==> src/rtl/serial_tx_arbiter.sv <==
// rtl/serial_tx_arbiter.sv - round-robin arbiter sharing one serial transmitter
//
// Purpose:
//   Picks one of Channels byte producers in round-robin order. It latches the
//   winner's byte into o_tx_d and drives o_tx_ce until the transmitter accepts
//   it. It then follows i_tx_busy through the frame and pulses o_done when the
//   frame ends.
//
// Optional feature:
//   SERIAL_TX_ARB_LOCK_EN - packet lock. A channel that is granted with
//   i_req_last=0 keeps exclusive ownership until it is granted with
//   i_req_last=1.
//
// Ports:
//   i_clk        system clock, rising edge
//   i_rst        asynchronous reset, active-high
//   i_req        level request per channel, held until o_ack
//   i_req_data   flattened bytes, channel i at [i*Width +: Width]
//   i_req_last   end-of-packet marker per channel (lock feature only)
//   o_ack        one-cycle pulse: byte of that channel accepted
//   o_tx_ce      transmitter chip enable
//   o_tx_d       registered byte to transmitter
//   i_tx_busy    transmitter busy flag
//   o_active     high while the arbiter owns a frame (state != IDLE)
//   o_grant_idx  index of the channel last granted
//   o_done       one-cycle pulse when the owned frame completes
module serial_tx_arbiter #(
  parameter int Channels = 4,
  parameter int Width    = 8,
  parameter int IdxWidth = 2
) (
  input  logic                      i_clk,
  input  logic                      i_rst,
  input  logic [Channels-1:0]       i_req,
  input  logic [Channels*Width-1:0] i_req_data,
  input  logic [Channels-1:0]       i_req_last,
  output logic [Channels-1:0]       o_ack,
  output logic                      o_tx_ce,
  output logic [Width-1:0]          o_tx_d,
  input  logic                      i_tx_busy,
  output logic                      o_active,
  output logic [IdxWidth-1:0]       o_grant_idx,
  output logic                      o_done
);

  typedef enum logic [1:0] {
    S_IDLE      = 2'd0,
    S_ISSUE     = 2'd1,
    S_WAIT_BUSY = 2'd2,
    S_WAIT_DONE = 2'd3
  } state_t;

  state_t                r_state;
  state_t                w_state_nxt;

  logic [Channels-1:0]   r_ack;
  logic                  r_tx_ce;
  logic [Width-1:0]      r_tx_d;
  logic [IdxWidth-1:0]   r_grant_idx;
  logic                  r_done;

  logic [Channels-1:0]   w_ack_nxt;
  logic                  w_tx_ce_nxt;
  logic [Width-1:0]      w_tx_d_nxt;
  logic [IdxWidth-1:0]   w_grant_nxt;
  logic                  w_done_nxt;

  logic                  w_found;
  logic [IdxWidth-1:0]   w_g;
  logic [Width-1:0]      w_sel_data;

`ifdef SERIAL_TX_ARB_LOCK_EN
  logic                  r_lock;
  logic                  w_lock_nxt;
`else
  logic                  w_unused_last;
  assign w_unused_last = ^i_req_last;
`endif

  // Round-robin search starting one past the last grant. When a packet lock
  // is held, only the locked channel is eligible.
  always_comb begin
    int                  c;
    logic [IdxWidth-1:0] w_c_idx;
    w_found = 1'b0;
    w_g     = r_grant_idx;
    c       = 0;
    w_c_idx = '0;
`ifdef SERIAL_TX_ARB_LOCK_EN
    if (r_lock) begin
      w_found = i_req[r_grant_idx];
      w_g     = r_grant_idx;
    end else
`endif
    begin
      for (int k = 1; k <= Channels; k++) begin
        c = int'(r_grant_idx) + k;
        if (c >= Channels) c = c - Channels;
        w_c_idx = IdxWidth'(c);
        if (!w_found && i_req[w_c_idx]) begin
          w_found = 1'b1;
          w_g     = w_c_idx;
        end
      end
    end
  end

  assign w_sel_data = i_req_data[int'(w_g)*Width +: Width];

  // State register plus the registered outputs.
  always_ff @(posedge i_clk or posedge i_rst) begin
    if (i_rst) begin
      r_state     <= S_IDLE;
      r_ack       <= '0;
      r_tx_ce     <= 1'b0;
      r_tx_d      <= '0;
      r_grant_idx <= IdxWidth'(Channels - 1);
      r_done      <= 1'b0;
`ifdef SERIAL_TX_ARB_LOCK_EN
      r_lock      <= 1'b0;
`endif
    end else begin
      r_state     <= w_state_nxt;
      r_ack       <= w_ack_nxt;
      r_tx_ce     <= w_tx_ce_nxt;
      r_tx_d      <= w_tx_d_nxt;
      r_grant_idx <= w_grant_nxt;
      r_done      <= w_done_nxt;
`ifdef SERIAL_TX_ARB_LOCK_EN
      r_lock      <= w_lock_nxt;
`endif
    end
  end

  // Next-state logic.
  always_comb begin
    w_state_nxt = r_state;
    case (r_state)
      S_IDLE:      if (w_found)     w_state_nxt = S_ISSUE;
      // An edge with busy low while ce is high is the transmitter's accept edge.
      S_ISSUE:     if (!i_tx_busy)  w_state_nxt = S_WAIT_BUSY;
      S_WAIT_BUSY: if (i_tx_busy)   w_state_nxt = S_WAIT_DONE;
      S_WAIT_DONE: if (!i_tx_busy)  w_state_nxt = S_IDLE;
      default:                      w_state_nxt = S_IDLE;
    endcase
  end

  // Output logic: next values of the registered outputs.
  always_comb begin
    w_ack_nxt   = '0;
    w_tx_ce_nxt = r_tx_ce;
    w_tx_d_nxt  = r_tx_d;
    w_grant_nxt = r_grant_idx;
    w_done_nxt  = 1'b0;
`ifdef SERIAL_TX_ARB_LOCK_EN
    w_lock_nxt  = r_lock;
`endif
    case (r_state)
      S_IDLE: begin
        if (w_found) begin
          w_grant_nxt    = w_g;
          w_tx_d_nxt     = w_sel_data;
          w_tx_ce_nxt    = 1'b1;
          w_ack_nxt[w_g] = 1'b1;
`ifdef SERIAL_TX_ARB_LOCK_EN
          // Set on a non-final byte and cleared on the final one.
          w_lock_nxt     = ~i_req_last[w_g];
`endif
        end
      end
      S_ISSUE: begin
        if (!i_tx_busy) w_tx_ce_nxt = 1'b0;
      end
      S_WAIT_DONE: begin
        if (!i_tx_busy) w_done_nxt = 1'b1;
      end
      default: ;
    endcase
  end

  assign o_ack       = r_ack;
  assign o_tx_ce     = r_tx_ce;
  assign o_tx_d      = r_tx_d;
  assign o_grant_idx = r_grant_idx;
  assign o_done      = r_done;
  assign o_active    = (r_state != S_IDLE);

endmodule

==> config.mk <==
export PLATFORM = sky130hd
export DESIGN_NAME = serial_tx_arbiter
export DESIGN_NICKNAME = d
export VERILOG_FILES = /design/src/rtl/serial_tx_arbiter.sv
export SDC_FILE = /design/constraint.sdc
export NUM_CORES = 1
export LEC_CHECK = 0
export BUFFER_PORTS_ARGS = -buffer_cell sky130_fd_sc_hd__buf_4
export CAP_MARGIN = 20
export CORE_ASPECT_RATIO = 1.2
export CORE_MARGIN = 3
export CORE_UTILIZATION = 47
export CTS_CLUSTER_DIAMETER = 50
export DETAILED_ROUTE_END_ITERATION = 6
export HOLD_SLACK_MARGIN = 0.08
export PLACE_DENSITY = 0.83
export SYNTH_ARGS = -nofsm -noshare
export SYNTH_HDL_FRONTEND = slang
export SYNTH_SLANG_ARGS = --single-unit
==> constraint.sdc <==
create_clock -name i_clk -period 4.4 [get_ports i_clk]
set_input_delay 0.22 -clock i_clk [delete_from_list [all_inputs] [get_ports i_clk]]
set_output_delay 0.22 -clock i_clk [all_outputs]
set_load 0.005 [all_outputs]
==> results.py <==
metrics = {
    "timing": {
        "rsz0062_at_grt": "false",
        "fin_setup_tns_ps": 0,
        "finalHoldViolCount": 0,
        "finalClockSkew_ps": 6.30,
        "finalCritPeriodShare_pct": 55.3,
        "max_slew_margin_pct": 27.4,
        "drv_slew": 0,
        "clock.fmax_mhz": 411,
        "min_period_ps": 2430,
        "setup_viol": 0,
        "worst_pin_slew_ps": 1090,
    },
    "global_routing": {
        "grt_max_degree": 19,
        "grt.met1_usage_pct": 21.2,
        "top_usage_layer": "met2",
        "grtUsageMet2_pct": 33.8,
        "grt_pass1_wl_um": 4130,
        "grt_use_total_pct": 18.1,
        "grt_pass1_vias": 933,
        "antenna_found_initial": 0,
        "use_met3_pct": 2.52,
        "overflow": 0,
    },
    "routing": {
        "avgRoutedWirePerCell_um": 13.5,
        "drt_first_pass_iters": 4,
        "drt_iter0_markers": 12,
        "wl_um": 2530,
        "ant_nets": 0,
        "vias": 979,
        "vias_per_cell": 5.24,
        "drc_errors": 0,
    },
    "cells_and_area": {
        "stdcell_area_sq_um": 1570,
        "multi_input_area_sq_um": 578,
        "area_delta_synth_final_pct": 41.1,
        "fillers": 185,
        "layout-drive-gt1-share_pct": 49.7,
        "final_util_pct": 72.6,
        "register_area_sq_um": 453,
        "fin_cells": 187,
        "final_common_cell": "buf_4",
        "layout_common_cells": "buf_4 (56), mux2i_1 (16), dfrtp_1 (16)",
        "layout.nets": 205,
        "diodes": 0,
    },
    "yosys": {
        "syn_area_per_cell_sq_um": 10.9,
        "synth.area.top_cells": "dfrtp_1 (36%), mux2i_1 (14%), o221ai_2 (11%)",
        "yosys.area_share.simple_pct": 11.9,
        "netlist.area_leader.share_pct": 36.0,
        "synth-compound-area-share_pct": 19.8,
        "seq_area_frac_synth_pct": 40.7,
        "synth_top_cell_by_area": "dfrtp_1",
        "netlist_area_sq_um": 1110,
        "synthesis.nets": 149,
        "synth_xor_area_share_pct": 0,
        "synth.ff_latch_count": 18,
        "synth_cells": 102,
        "synth_warnings": 0,
        "yosys.area_share.adder_pct": 4.50,
        "synthMuxAreaShare_pct": 15.7,
        "ys_types": 27,
        "synth_top_family_by_area": "compound AO/OA/AOI/OAI gates",
    },
    "clock_network": {
        "cts_buffer_depth": 2,
        "clock-sinks": 18,
        "htree_levels": 1,
        "cts_root_buf": "clkbuf_4",
        "insertion_delay_ps": 290,
        "numCtsBuffers": 3,
        "cts_tree": "yes",
        "worst_setup_hold_path_clk_slew_ps": 110,
    },
    "worst_setup_path": {
        "worstPathArrival_ps": 2600,
        "rr_endpoint": "o_tx_d[0]",
        "end_kind": "flip-flop",
        "r2r-start": "o_grant_idx[1]",
        "worst-r2r-setup-slack_ps": 1970,
        "critPathSlowestCell": "a221oi_4",
        "cp_max_fo": 17,
        "startpoint": "o_grant_idx[1]",
        "cp-start-kind": "flip-flop",
        "worstSetupEndpoint": "o_tx_d[0]",
        "crit_path_max_incr_delay_ps": 890,
        "path_cells": "mux2_4 > a221oi_4 > mux2i_1 > o221ai_2",
        "r2r.worst_path.cells": 4,
        "path_class": "flip-flop to flip-flop",
        "critical_path_required_ps": 4570,
    },
    "floorplanning": {
        "fp.coreArea_sq_um": 2160,
        "fp.dieH_um": 59.3,
        "rows": 18,
        "io-pin-count": 60,
        "start_util_pct": 51.4,
        "die_width_um": 50.4,
        "die_area_sq_um": 2990,
    },
    "power": {
        "power.switching_uw": 356,
        "power_leakage_uw": 0.000805,
        "internal_power_uw": 565,
        "pwr_density_cell_nw_per_um2": 587,
        "clkPwrFrac_pct": 11.1,
        "share_comb_of_total_power_pct": 56.6,
        "p_seq_share_pct": 32.2,
        "p_sw_share_pct": 38.7,
        "ir_drop_mv": 0.391,
        "total_power_uw": 921,
    },
    "status": {
        "outcome": "completed",
    },
    "run": {
        "drv_cap": 0,
    },
    "worst_hold_path": {
        "hold_class": "primary input to flip-flop",
    },
    "placement": {
        "hpwl_um": 2040,
        "portBuffers": 55,
        "dp_cells": 182,
        "place.gp.congestion": 0.715,
        "placed_area_sq_um": 1520,
    },
}
-- worst max-delay path, delay by kind of cell, from the launching register on --
family         cells  cell delay (ps)
flip-flops         1              630
AO/OA/AOI/OAI      2             1010
multiplexers       2              650
-- flip-flops by register name, summed over array words and instances, names as in the netlist --
signal and cells:
o_ack 4, o_done 1, o_grant_idx 2, o_tx_ce 1, o_tx_d 8, r_state 2
-- layout make-up --
cell class,instances,share of cell area (%)
Clock buffer,4,2.31
Inverter,9,2.15
Multi-Input combinational cell,69,36.8
Sequential cell,18,28.9
Tap cell,30,2.39
Timing Repair Buffer,57,27.4
-- repair_timing --
item / CTS / global route
hold endpoints to repair: 16 / 0
hold buffers: 1 / 0
gates resized for setup: 0 / 0
buffers inserted: 0 / 0
-- power groups by stage --
stage	clock, uW	combinational, uW	sequential, uW
floorplan	0	372	291
global placement	0	513	295
detailed placement	0	529	299
CTS	102	532	297
global route	109	581	306
finish	102	521	297
-- routing by layer --
metal / routed length, um / part of all wire, %
met5: 0 / 0
met4: 33 / 1.3
met3: 106 / 4.2
met2: 1400 / 56
met1: 983 / 39
-- logic make-up (layout without fill, tap and decap cells) --
kind of cell,count (synthesis),in the layout
compound gates,21,21
fa+ha+maj,4,4
buf+inv,15,70
flops,18,18
mux,17,17
simple gates,27,27
-- Yosys cell counts, drive strengths merged --
| library cell | n |
|---|---|
| a21oi | 5 |
| a221oi | 1 |
| a31oi | 1 |
| and3b | 1 |
| buf | 5 |
| clkbuf | 1 |
| dfrtp | 16 |
| dfstp | 2 |
| ha | 4 |
| inv | 9 |
| mux2 | 1 |
| mux2i | 16 |
| nand2 | 12 |
| nand2b | 3 |
| nor2 | 7 |
| nor2b | 1 |
| nor3 | 1 |
| nor4 | 1 |
| o21ai | 4 |
| o221ai | 8 |
| o22ai | 1 |
| o32a | 1 |
| or2 | 1 |
-- worst min path at each step --
stage,start,endpoint,slack [ps],depth (start not counted)
final,i_tx_busy,o_done,90,2
after global routing,i_tx_busy,o_done,80,2
after CTS,i_tx_busy,o_done,90,2
after detailed placement,i_rst,o_tx_d[7],370,2
after global placement,i_rst,o_ack[2],350,2
after floorplan,i_rst,o_ack[0],160,1
-- per-stage QoR --
step | hold WS, ps | setup WS [ps]
final | 89.8 | 1970
after CTS | 89.6 | 1950
after detailed placement | 371 | 1950
after global routing | 83.2 | 1770
after floorplan | 157 | 2540
after global placement | 352 | 1990
(Power assumes the default switching activity.)
